===== config.mk =====
export PLATFORM = sky130hd
export DESIGN_NAME = mem_resp_stage_flat
export DESIGN_NICKNAME = d
export VERILOG_FILES = /design/src/rtl/mem_resp_stage_if.sv /design/src/rtl/mem_resp_stage.sv /design/src/flat_wrapper.sv
export SDC_FILE = /design/constraint.sdc
export NUM_CORES = 1
export LEC_CHECK = 0
export ABC_AREA = 1
export CORE_ASPECT_RATIO = 0.8
export CORE_MARGIN = 2
export CORE_UTILIZATION = 51
export DETAILED_ROUTE_END_ITERATION = 10
export GPL_ROUTABILITY_DRIVEN = 1
export PLACE_DENSITY_LB_ADDON = 0.15
export SETUP_SLACK_MARGIN = 0.1
export SLEW_MARGIN = 10
export SYNTH_ARGS = -nofsm -noshare
export SYNTH_HDL_FRONTEND = slang
export SYNTH_SLANG_ARGS = --single-unit

===== constraint.sdc =====
create_clock -name clk -period 5.33 [get_ports clk]
set_clock_uncertainty 0.15 [all_clocks]
set_input_delay 1.066 -clock clk [delete_from_list [all_inputs] [get_ports clk]]
set_output_delay 1.066 -clock clk [all_outputs]
set_load 0.01 [all_outputs]

===== src/rtl/mem_resp_stage_if.sv =====
// ---------------------------------------------------------------------------
// mem_resp_stage_if
//   Bundles every handshake and data signal of mem_resp_stage.
//   slave  : used by mem_resp_stage itself.
//   master : used by the surrounding pipeline (EX, data memory, WB, control).
//
//   EX side   : in_valid/in_ready, in_ex_result, in_ld_ctrl {ld_w,ld_b,ld_bu,
//               ld_h,ld_hu}, in_res_from_mem, in_rf_we, in_rf_waddr, in_pc
//   Memory    : data_ok, rdata (in-order load data, one word per pulse)
//   Control   : flush, busy
//   WB side   : out_valid/out_ready, out_result, out_rf_we, out_rf_waddr, out_pc
//   Optional  : bypass_bus {rf_waddr, rf_we & valid, result} when the macro
//               MEM_BYPASS_EN is defined.
// ---------------------------------------------------------------------------
interface mem_resp_stage_if;
  logic        in_valid;
  logic        in_ready;
  logic [31:0] in_ex_result;
  logic [4:0]  in_ld_ctrl;
  logic        in_res_from_mem;
  logic        in_rf_we;
  logic [4:0]  in_rf_waddr;
  logic [31:0] in_pc;

  logic        data_ok;
  logic [31:0] rdata;
  logic        flush;

  logic        out_valid;
  logic        out_ready;
  logic [31:0] out_result;
  logic        out_rf_we;
  logic [4:0]  out_rf_waddr;
  logic [31:0] out_pc;
  logic        busy;

`ifdef MEM_BYPASS_EN
  logic [37:0] bypass_bus;

  modport slave (
    input  in_valid, in_ex_result, in_ld_ctrl, in_res_from_mem,
           in_rf_we, in_rf_waddr, in_pc, data_ok, rdata, flush, out_ready,
    output in_ready, out_valid, out_result, out_rf_we, out_rf_waddr,
           out_pc, busy, bypass_bus
  );

  modport master (
    output in_valid, in_ex_result, in_ld_ctrl, in_res_from_mem,
           in_rf_we, in_rf_waddr, in_pc, data_ok, rdata, flush, out_ready,
    input  in_ready, out_valid, out_result, out_rf_we, out_rf_waddr,
           out_pc, busy, bypass_bus
  );
`else
  modport slave (
    input  in_valid, in_ex_result, in_ld_ctrl, in_res_from_mem,
           in_rf_we, in_rf_waddr, in_pc, data_ok, rdata, flush, out_ready,
    output in_ready, out_valid, out_result, out_rf_we, out_rf_waddr,
           out_pc, busy
  );

  modport master (
    output in_valid, in_ex_result, in_ld_ctrl, in_res_from_mem,
           in_rf_we, in_rf_waddr, in_pc, data_ok, rdata, flush, out_ready,
    input  in_ready, out_valid, out_result, out_rf_we, out_rf_waddr,
           out_pc, busy
  );
`endif
endinterface


===== src/rtl/mem_resp_stage.sv =====
// ---------------------------------------------------------------------------
// mem_resp_stage
//   Memory-response stage of the pipeline. Holds up to DEPTH in-flight
//   entries in a circular FIFO. ALU entries are complete on entry; load
//   entries wait for their in-order data_ok/rdata, which is lane-extracted
//   on capture so the stored result is final. The head entry drives the WB
//   side combinationally. flush drops all entries and remembers how many
//   load responses are still owed by memory (discard_cnt) so they can be
//   swallowed when they arrive.
//
//   Parameters : DEPTH  in-flight entries, power of two in 2..8
//   Ports      : clk    rising-edge clock
//                resetn asynchronous active-low reset
//                bus    mem_resp_stage_if.slave (see interface file)
//   Macro      : MEM_BYPASS_EN adds bus.bypass_bus = {rf_waddr,
//                rf_we & out_valid, result} of the head entry.
// ---------------------------------------------------------------------------
module mem_resp_stage #(
  parameter int DEPTH = 2
) (
  input  logic            clk,
  input  logic            resetn,
  mem_resp_stage_if.slave bus
);

  localparam int PW = (DEPTH > 1) ? $clog2(DEPTH) : 1;
  localparam int CW = $clog2(DEPTH + 1);

  // Load lane extraction; ctrl = {ld_w, ld_b, ld_bu, ld_h, ld_hu}.
  function automatic logic [31:0] ld_extract(input logic [31:0] word,
                                             input logic [4:0]  ctrl,
                                             input logic [1:0]  addr);
    logic signed [7:0]  lane_b;
    logic signed [15:0] lane_h;
    logic        [31:0] r;
    lane_b = word[{addr, 3'b000} +: 8];
    lane_h = addr[1] ? word[31:16] : word[15:0];
    if (ctrl[4])      r = word;
    else if (ctrl[3]) r = 32'(lane_b);
    else if (ctrl[2]) r = {24'd0, lane_b};
    else if (ctrl[1]) r = 32'(lane_h);
    else if (ctrl[0]) r = {16'd0, lane_h};
    else              r = word;
    return r;
  endfunction

  // Entry storage (data, not reset).
  logic [31:0]      res_q   [DEPTH];
  logic [4:0]       ctrl_q  [DEPTH];
  logic [4:0]       waddr_q [DEPTH];
  logic [31:0]      pc_q    [DEPTH];
  logic [DEPTH-1:0] we_q;

  // Control state.
  logic [DEPTH-1:0] done_q;
  logic [PW-1:0]    wr_ptr;
  logic [PW-1:0]    rd_ptr;
  logic [CW-1:0]    count;
  logic [CW-1:0]    discard_cnt;

  logic             in_rdy;
  logic             out_vld;
  logic             push;
  logic             pop;
  logic             resp_found;
  logic [PW-1:0]    resp_idx;
  logic [CW-1:0]    pend_cnt;
  logic             resp_wr;
  logic             resp_drop;
  logic [CW-1:0]    owed;

  // Loads complete in order, so the oldest incomplete occupied slot is the
  // response pointer, and the number of incomplete slots is the number of
  // responses memory still owes for live entries.
  always_comb begin
    logic [PW-1:0] scan_idx;
    scan_idx   = rd_ptr;
    resp_found = 1'b0;
    resp_idx   = rd_ptr;
    pend_cnt   = '0;
    for (int i = 0; i < DEPTH; i++) begin
      scan_idx = rd_ptr + PW'(i);
      if ((CW'(i) < count) && !done_q[scan_idx]) begin
        if (!resp_found) begin
          resp_found = 1'b1;
          resp_idx   = scan_idx;
        end
        pend_cnt = pend_cnt + CW'(1);
      end
    end
  end

  assign in_rdy  = (count < CW'(DEPTH)) && (discard_cnt == '0) && !bus.flush;
  assign out_vld = (count != '0) && done_q[rd_ptr];
  assign push    = bus.in_valid && in_rdy;
  assign pop     = out_vld && bus.out_ready;

  // Responses owed from before a flush are older than any live load, so
  // they are consumed first. A data_ok with nothing owed is ignored.
  assign resp_wr   = bus.data_ok && !bus.flush && (discard_cnt == '0) && resp_found;
  assign resp_drop = bus.data_ok && !bus.flush && (discard_cnt != '0);

  // Responses still owed after a flush; a data_ok in the flush cycle pays
  // one of them off.
  always_comb begin
    owed = discard_cnt + pend_cnt;
    if (bus.data_ok && (owed != '0))
      owed = owed - CW'(1);
  end

  always_ff @(posedge clk or negedge resetn) begin
    if (!resetn) begin
      wr_ptr      <= '0;
      rd_ptr      <= '0;
      count       <= '0;
      discard_cnt <= '0;
      done_q      <= '0;
    end else if (bus.flush) begin
      wr_ptr      <= '0;
      rd_ptr      <= '0;
      count       <= '0;
      done_q      <= '0;
      discard_cnt <= owed;
    end else begin
      if (push) begin
        wr_ptr         <= wr_ptr + PW'(1);
        done_q[wr_ptr] <= !bus.in_res_from_mem;
      end
      if (pop) begin
        rd_ptr         <= rd_ptr + PW'(1);
        done_q[rd_ptr] <= 1'b0;
      end
      if (resp_wr)
        done_q[resp_idx] <= 1'b1;
      if (resp_drop)
        discard_cnt <= discard_cnt - CW'(1);
      count <= count + CW'(push) - CW'(pop);
    end
  end

  // Push and response target distinct slots: the response slot is occupied
  // and incomplete, the push slot is free.
  always_ff @(posedge clk) begin
    if (push) begin
      res_q[wr_ptr]   <= bus.in_ex_result;
      ctrl_q[wr_ptr]  <= bus.in_ld_ctrl;
      waddr_q[wr_ptr] <= bus.in_rf_waddr;
      pc_q[wr_ptr]    <= bus.in_pc;
      we_q[wr_ptr]    <= bus.in_rf_we;
    end
    if (resp_wr)
      res_q[resp_idx] <= ld_extract(bus.rdata, ctrl_q[resp_idx], res_q[resp_idx][1:0]);
  end

  assign bus.in_ready     = in_rdy;
  assign bus.out_valid    = out_vld;
  assign bus.out_result   = res_q[rd_ptr];
  assign bus.out_rf_we    = we_q[rd_ptr];
  assign bus.out_rf_waddr = waddr_q[rd_ptr];
  assign bus.out_pc       = pc_q[rd_ptr];
  assign bus.busy         = (count != '0) || (discard_cnt != '0);

`ifdef MEM_BYPASS_EN
  assign bus.bypass_bus = {waddr_q[rd_ptr], we_q[rd_ptr] & out_vld, res_q[rd_ptr]};
`endif

endmodule


===== src/flat_wrapper.sv =====
// flat-port wrapper written by rule: the top's interface ports become plain ports
module mem_resp_stage_flat 
#(
  parameter int DEPTH = 2
)
  (clk, resetn, bus_in_valid, bus_in_ex_result, bus_in_ld_ctrl, bus_in_res_from_mem, bus_in_rf_we, bus_in_rf_waddr, bus_in_pc, bus_data_ok, bus_rdata, bus_flush, bus_out_ready, bus_in_ready, bus_out_valid, bus_out_result, bus_out_rf_we, bus_out_rf_waddr, bus_out_pc, bus_busy);
  mem_resp_stage_if bus_i ();
  input  logic clk;
  input  logic resetn;
  input wire logic [$bits(bus_i.in_valid)-1:0] bus_in_valid;
  input wire logic [$bits(bus_i.in_ex_result)-1:0] bus_in_ex_result;
  input wire logic [$bits(bus_i.in_ld_ctrl)-1:0] bus_in_ld_ctrl;
  input wire logic [$bits(bus_i.in_res_from_mem)-1:0] bus_in_res_from_mem;
  input wire logic [$bits(bus_i.in_rf_we)-1:0] bus_in_rf_we;
  input wire logic [$bits(bus_i.in_rf_waddr)-1:0] bus_in_rf_waddr;
  input wire logic [$bits(bus_i.in_pc)-1:0] bus_in_pc;
  input wire logic [$bits(bus_i.data_ok)-1:0] bus_data_ok;
  input wire logic [$bits(bus_i.rdata)-1:0] bus_rdata;
  input wire logic [$bits(bus_i.flush)-1:0] bus_flush;
  input wire logic [$bits(bus_i.out_ready)-1:0] bus_out_ready;
  output wire logic [$bits(bus_i.in_ready)-1:0] bus_in_ready;
  output wire logic [$bits(bus_i.out_valid)-1:0] bus_out_valid;
  output wire logic [$bits(bus_i.out_result)-1:0] bus_out_result;
  output wire logic [$bits(bus_i.out_rf_we)-1:0] bus_out_rf_we;
  output wire logic [$bits(bus_i.out_rf_waddr)-1:0] bus_out_rf_waddr;
  output wire logic [$bits(bus_i.out_pc)-1:0] bus_out_pc;
  output wire logic [$bits(bus_i.busy)-1:0] bus_busy;
  assign bus_i.in_valid = bus_in_valid;
  assign bus_i.in_ex_result = bus_in_ex_result;
  assign bus_i.in_ld_ctrl = bus_in_ld_ctrl;
  assign bus_i.in_res_from_mem = bus_in_res_from_mem;
  assign bus_i.in_rf_we = bus_in_rf_we;
  assign bus_i.in_rf_waddr = bus_in_rf_waddr;
  assign bus_i.in_pc = bus_in_pc;
  assign bus_i.data_ok = bus_data_ok;
  assign bus_i.rdata = bus_rdata;
  assign bus_i.flush = bus_flush;
  assign bus_i.out_ready = bus_out_ready;
  assign bus_in_ready = bus_i.in_ready;
  assign bus_out_valid = bus_i.out_valid;
  assign bus_out_result = bus_i.out_result;
  assign bus_out_rf_we = bus_i.out_rf_we;
  assign bus_out_rf_waddr = bus_i.out_rf_waddr;
  assign bus_out_pc = bus_i.out_pc;
  assign bus_busy = bus_i.busy;
  mem_resp_stage #(.DEPTH(DEPTH)) u_core (.clk(clk), .resetn(resetn), .bus(bus_i));
endmodule

* Yosys cells after proc, flatten, opt, wreduce, memory -nomap -nowiden
Memory sizes are Yosys's and may differ from the RTL's. Cells that the tools add are included.
Word-level totals: register bits after elaboration 10, memory bits (writable) 148, input bits 114, output and inout port bits 73, logic and storage cells 104, memories kept 4
Memories:
- u_core.pc_q | words 2, bits a word 32, rd ports 1, clocked after memory_dff 0, write ports 1, RTL line mem_resp_stage.sv:51 | logic [31:0] pc_q [DEPTH];
- u_core.res_q | words 2, bits a word 32, rd ports 2, clocked after memory_dff 0, write ports 2, RTL line mem_resp_stage.sv:48 | logic [31:0] res_q [DEPTH];
- u_core.ctrl_q | words 2, bits a word 5, rd ports 1, clocked after memory_dff 0, write ports 1, RTL line mem_resp_stage.sv:49 | logic [4:0] ctrl_q [DEPTH];
- u_core.waddr_q | words 2, bits a word 5, rd ports 1, clocked after memory_dff 0, write ports 1, RTL line mem_resp_stage.sv:50 | logic [4:0] waddr_q [DEPTH];
Operators by class: add/subtract/negate cells 8, order comparisons 10, shift operators 1, muxes and demuxes 45, bitwise operators 3, reduce and logical (&&, ||, !) cells 27
Operator list (number):
- 2-to-1 mux 32 bit | 6
- indexed part select 32 x 6 -> 8 bit | 1
- 2-to-1 mux 1 bit | 22
- 2-to-1 mux 2 bit | 11
- 2-to-1 mux 16 bit | 1
- logical AND 1 bit | 15
- nonzero test 2 bit | 6
- less-than comparator 1 x 2 -> 1 bit (second input constant) | 4
- bitwise mux 2 bit | 2
- logical NOT 1 bit | 4
- less-than comparator 1 x 2 -> 1 bit (first input constant) | 2
- subtractor 2 x 1 -> 2 bit (second input constant) | 2
- demux 1 bit (select 1 bit) | 3
- greater-or-equal comparator 1 bit (second input constant) | 3
- adder 1 bit (second input constant) | 2
- adder 1 x 1 -> 2 bit (second input constant) | 1
- adder 2 x 1 -> 2 bit | 1
- adder 2 bit | 1
- bitwise AND 2 bit | 1
- logical NOT 2 bit | 1
- less-than comparator 2 bit (second input constant) | 1
- inverter 2 bit | 1
- OR 2 bit | 1
- subtractor 2 x 1 -> 2 bit | 1
- logical OR 1 bit | 1

* Depth between registers and ports, before layout
An unclocked memory read counts as a cell.
depth after elaboration 15, depth in mapped cells 18, gate-level depth less buffers 16

* Least setup slack after synthesis
No wires, ideal clock.
path type input to register, start input bus_flush, end memory u_core.res_q[0][0] (enable), setup time 0.389 ns, arrival time 4.714 ns, data required time 4.791 ns, setup slack 0.077 ns, stages on the path 6, path buffers 1, cell sequence clkbuf_1 > nor3_1 > nand2_1 > nor2_1 > inv_1 > nand2_1
RTL lines:
- start: declaration | RTL line flat_wrapper.sv:19 | input wire logic [$bits(bus_i.flush)-1:0] bus_flush;
- end: declaration | RTL line mem_resp_stage.sv:48

==> reports/metrics.cfg <==
[clock_network]
cts_made_buffers = 17
cts_tree = done
post-cts-setup-buffers = 0
clkLatencyLatePin_ns = 0.43
clockRootBuffer = clkbuf_16
cts_hold_buf = 0
clkSinkCount = 158
h-tree-depth = 4
clk_pin_slew_ns = 0.07
post_cts_resized = 0
clockBufferDepth = 2

[worst_setup_path]
path_max_fanout = 42
endpoint_kind = flip-flop
crit_required_ns = 5.36
crit_type = flip-flop to flip-flop
rr_worst_depth = 11
worstPathArrival_ns = 4.12
start_kind = flip-flop

[status]
outcome = finished clean

[finish]
final_util = 0.6737
num-nets-final = 1276
syn2layout_area_growth_pct = 30.27
drive_above_1_share = 0.08305
antennaDiodeCount = 0

[route]
drc = 0
route.vias.total = 7285
wl_per_cell_um = 16.08
drtIter0Drc = 713
firstDrtPassIters = 5
avgViaCountPerCell = 5.249
routed_wl_mm = 22.32
drtAntennaViolNets = 0

[floorplan]
die_width_um = 148.4
io_pins = 187
die_y_um = 119.5
rows = 42
die_area_mm2 = 0.01773
start_util = 0.5171
core_mm2 = 0.01645

[global_routing]
grt_max_degree = 71
antenna_found_initial = 0
grt_pass1_wl_mm = 35.24
grt_usage = 0.2569
gr-total-overflow = 0
grt_pass1_vias = 6787

[power]
power_density_mw_per_mm2 = 309.4
p_clk_frac = 0.353
p_sw_frac = 0.2986
max-vdd-ir-drop_mv = 0.2293
p_comb_frac = 0.214
netSwitchingPower_mw = 1.024
p_int_mw = 2.404
p_leak_nw = 4.768
seq_power_share = 0.433

[yosys]
synth_top_area_frac = 0.5296
avgSynthCellArea_um2 = 8.574
synth_area_leaders = edfxtp_1 (53%), nand2_1 (21%), nand3_1 (9.2%)
ys_warn_count = 0
ys_ff_latch = 158
async_flop_share = 0.05063
yosysMostFrequentCell = nand2_1
synth_cell_type_count = 33
synth_edf_count = 150
netlist_instances = 992
syn_nets = 1113
synth_common_cells = nand2_1 (468), nand3_1 (156), edfxtp_1 (150)
netlist.top_cell.by_area = edfxtp_1
yosysSeqAreaShare = 0.5531
synthFlopType = edfxtp_1
synth_area_mm2 = 0.008506

[placement]
hpwl_mm = 14.76
globalplace.congestion = 0.9066
portBuffers = 186
preCtsSetupSlack_ns = 1.324

[sta]
post-route-min-period_ns = 4.092
whs_ns = 0.4462
setup_viol = 0
rsz0062_at_grt = false
tightest_slew_ns = 1.225
hold_viol_final = 0
tns_ns = 0
slew_headroom = 0.1799
fin_ws_ns = 1.238
slew_viol_final = 0
layout_worst_path_cycle_share = 0.7676
max_freq_mhz = 244.4

[flow_run]
maxCapViolations = 0

[hold_path]
whs_path_depth = 2
hp-class = flip-flop to flip-flop

-- path summary, 6_finish.rpt --
| check | start | endpoint | slack (ns) |
|---|---|---|---|
| max | u_core.rd_ptr | u_core.res_q[0][6] | 1.24 |
| max reg2reg | u_core.rd_ptr | u_core.res_q[0][6] | 1.24 |
| min in group asynchronous | resetn | u_core.discard_cnt[0] | 0.77 |
| max in group asynchronous | resetn | u_core.rd_ptr | 3.96 |
| min | u_core.wr_ptr | u_core.wr_ptr | 0.45 |
| min reg2reg | u_core.wr_ptr | u_core.wr_ptr | 0.45 |
-- flip-flops by register name, summed over array words and instances, names as in the netlist --
register and cells:
u_core.we_q 2, u_core.waddr_q 10, u_core.rd_ptr 1, u_core.discard_cnt 2, u_core.res_q 64, u_core.done_q 2, u_core.ctrl_q 10, u_core.wr_ptr 1
u_core.count 2, u_core.pc_q 64
-- per-layer routing --
metal / share of wire / track usage / up-vias
met5: 0 / 0 / -
li1: - / - / 3580
met2: 0.45 / 0.3889 / 351
met3: 0.093 / 0.04563 / 36
met1: 0.43 / 0.3766 / 3318
met4: 0.021 / 0.08869 / 0
-- worst max-delay path, stage by stage, from the launching register on --
cell	delay (ns)
dfrtp_2	0.91
nor2_1	0.19
nor2_4	0.21
nand3_4	0.14
nand2_4	0.22
inv_2	0.08
o21ai_4	0.93
inv_2	0.58
nand2_1	0.17
nand2_1	0.09
nand2_1	0.07
nand2_1	0.06
-- cell families (layout without fill, tap and decap cells) --
group	Yosys count	count (layout)	share of synthesized area
fa+ha+maj	7	7	0.01030
compound gates	20	20	0.01295
simple gates	684	684	0.3572
flops	158	158	0.5531
buf+inv	118	294	0.06134
xor+xnor	5	5	0.005150
-- metrics by stage --
stage / instances / cell area [µm²] / total power, mW
after floorplan: 992 / 8508 / 1.929
after global placement: 1356 / 10470 / 2.222
after detailed placement: 1356 / 10470 / 2.235
after CTS: 1388 / 11080 / 3.437
after global routing: 1388 / 11080 / 3.583
final: 1388 / 11080 / 3.428
-- power by group through the flow --
stage / clock network [mW] / registers [mW] / logic (mW)
floorplan: 0 / 1.51 / 0.424
global placement: 0 / 1.51 / 0.712
detailed placement: 0 / 1.51 / 0.723
CTS: 1.22 / 1.48 / 0.728
global route: 1.28 / 1.49 / 0.810
finish: 1.21 / 1.48 / 0.733
-- cells in the final DEF, fill, tap and decap left out, types with 7 or more instances in the layout --
cell	count
clkbuf_16	17
ha_1	7
nand2_4	7
nand2_1	468
inv_1	61
nand2_2	12
clkdlybuf4s50_1	186
o21ai_0	9
edfxtp_1	150
nand3_2	22
buf_4	9
dfrtp_1	7
nand3_1	156
-- area by class of cell --
type / count / area, µm²
well taps: 220 / 275.3
fillers: 1342 / 5368
multi-input cells: 716 / 3308
flip-flops and latches: 158 / 4706
clock inverters: 15 / 182.7
clock buffers: 17 / 425.4
repair buffers: 195 / 1929
inverters: 67 / 254.0
(Power assumes the default switching activity.)
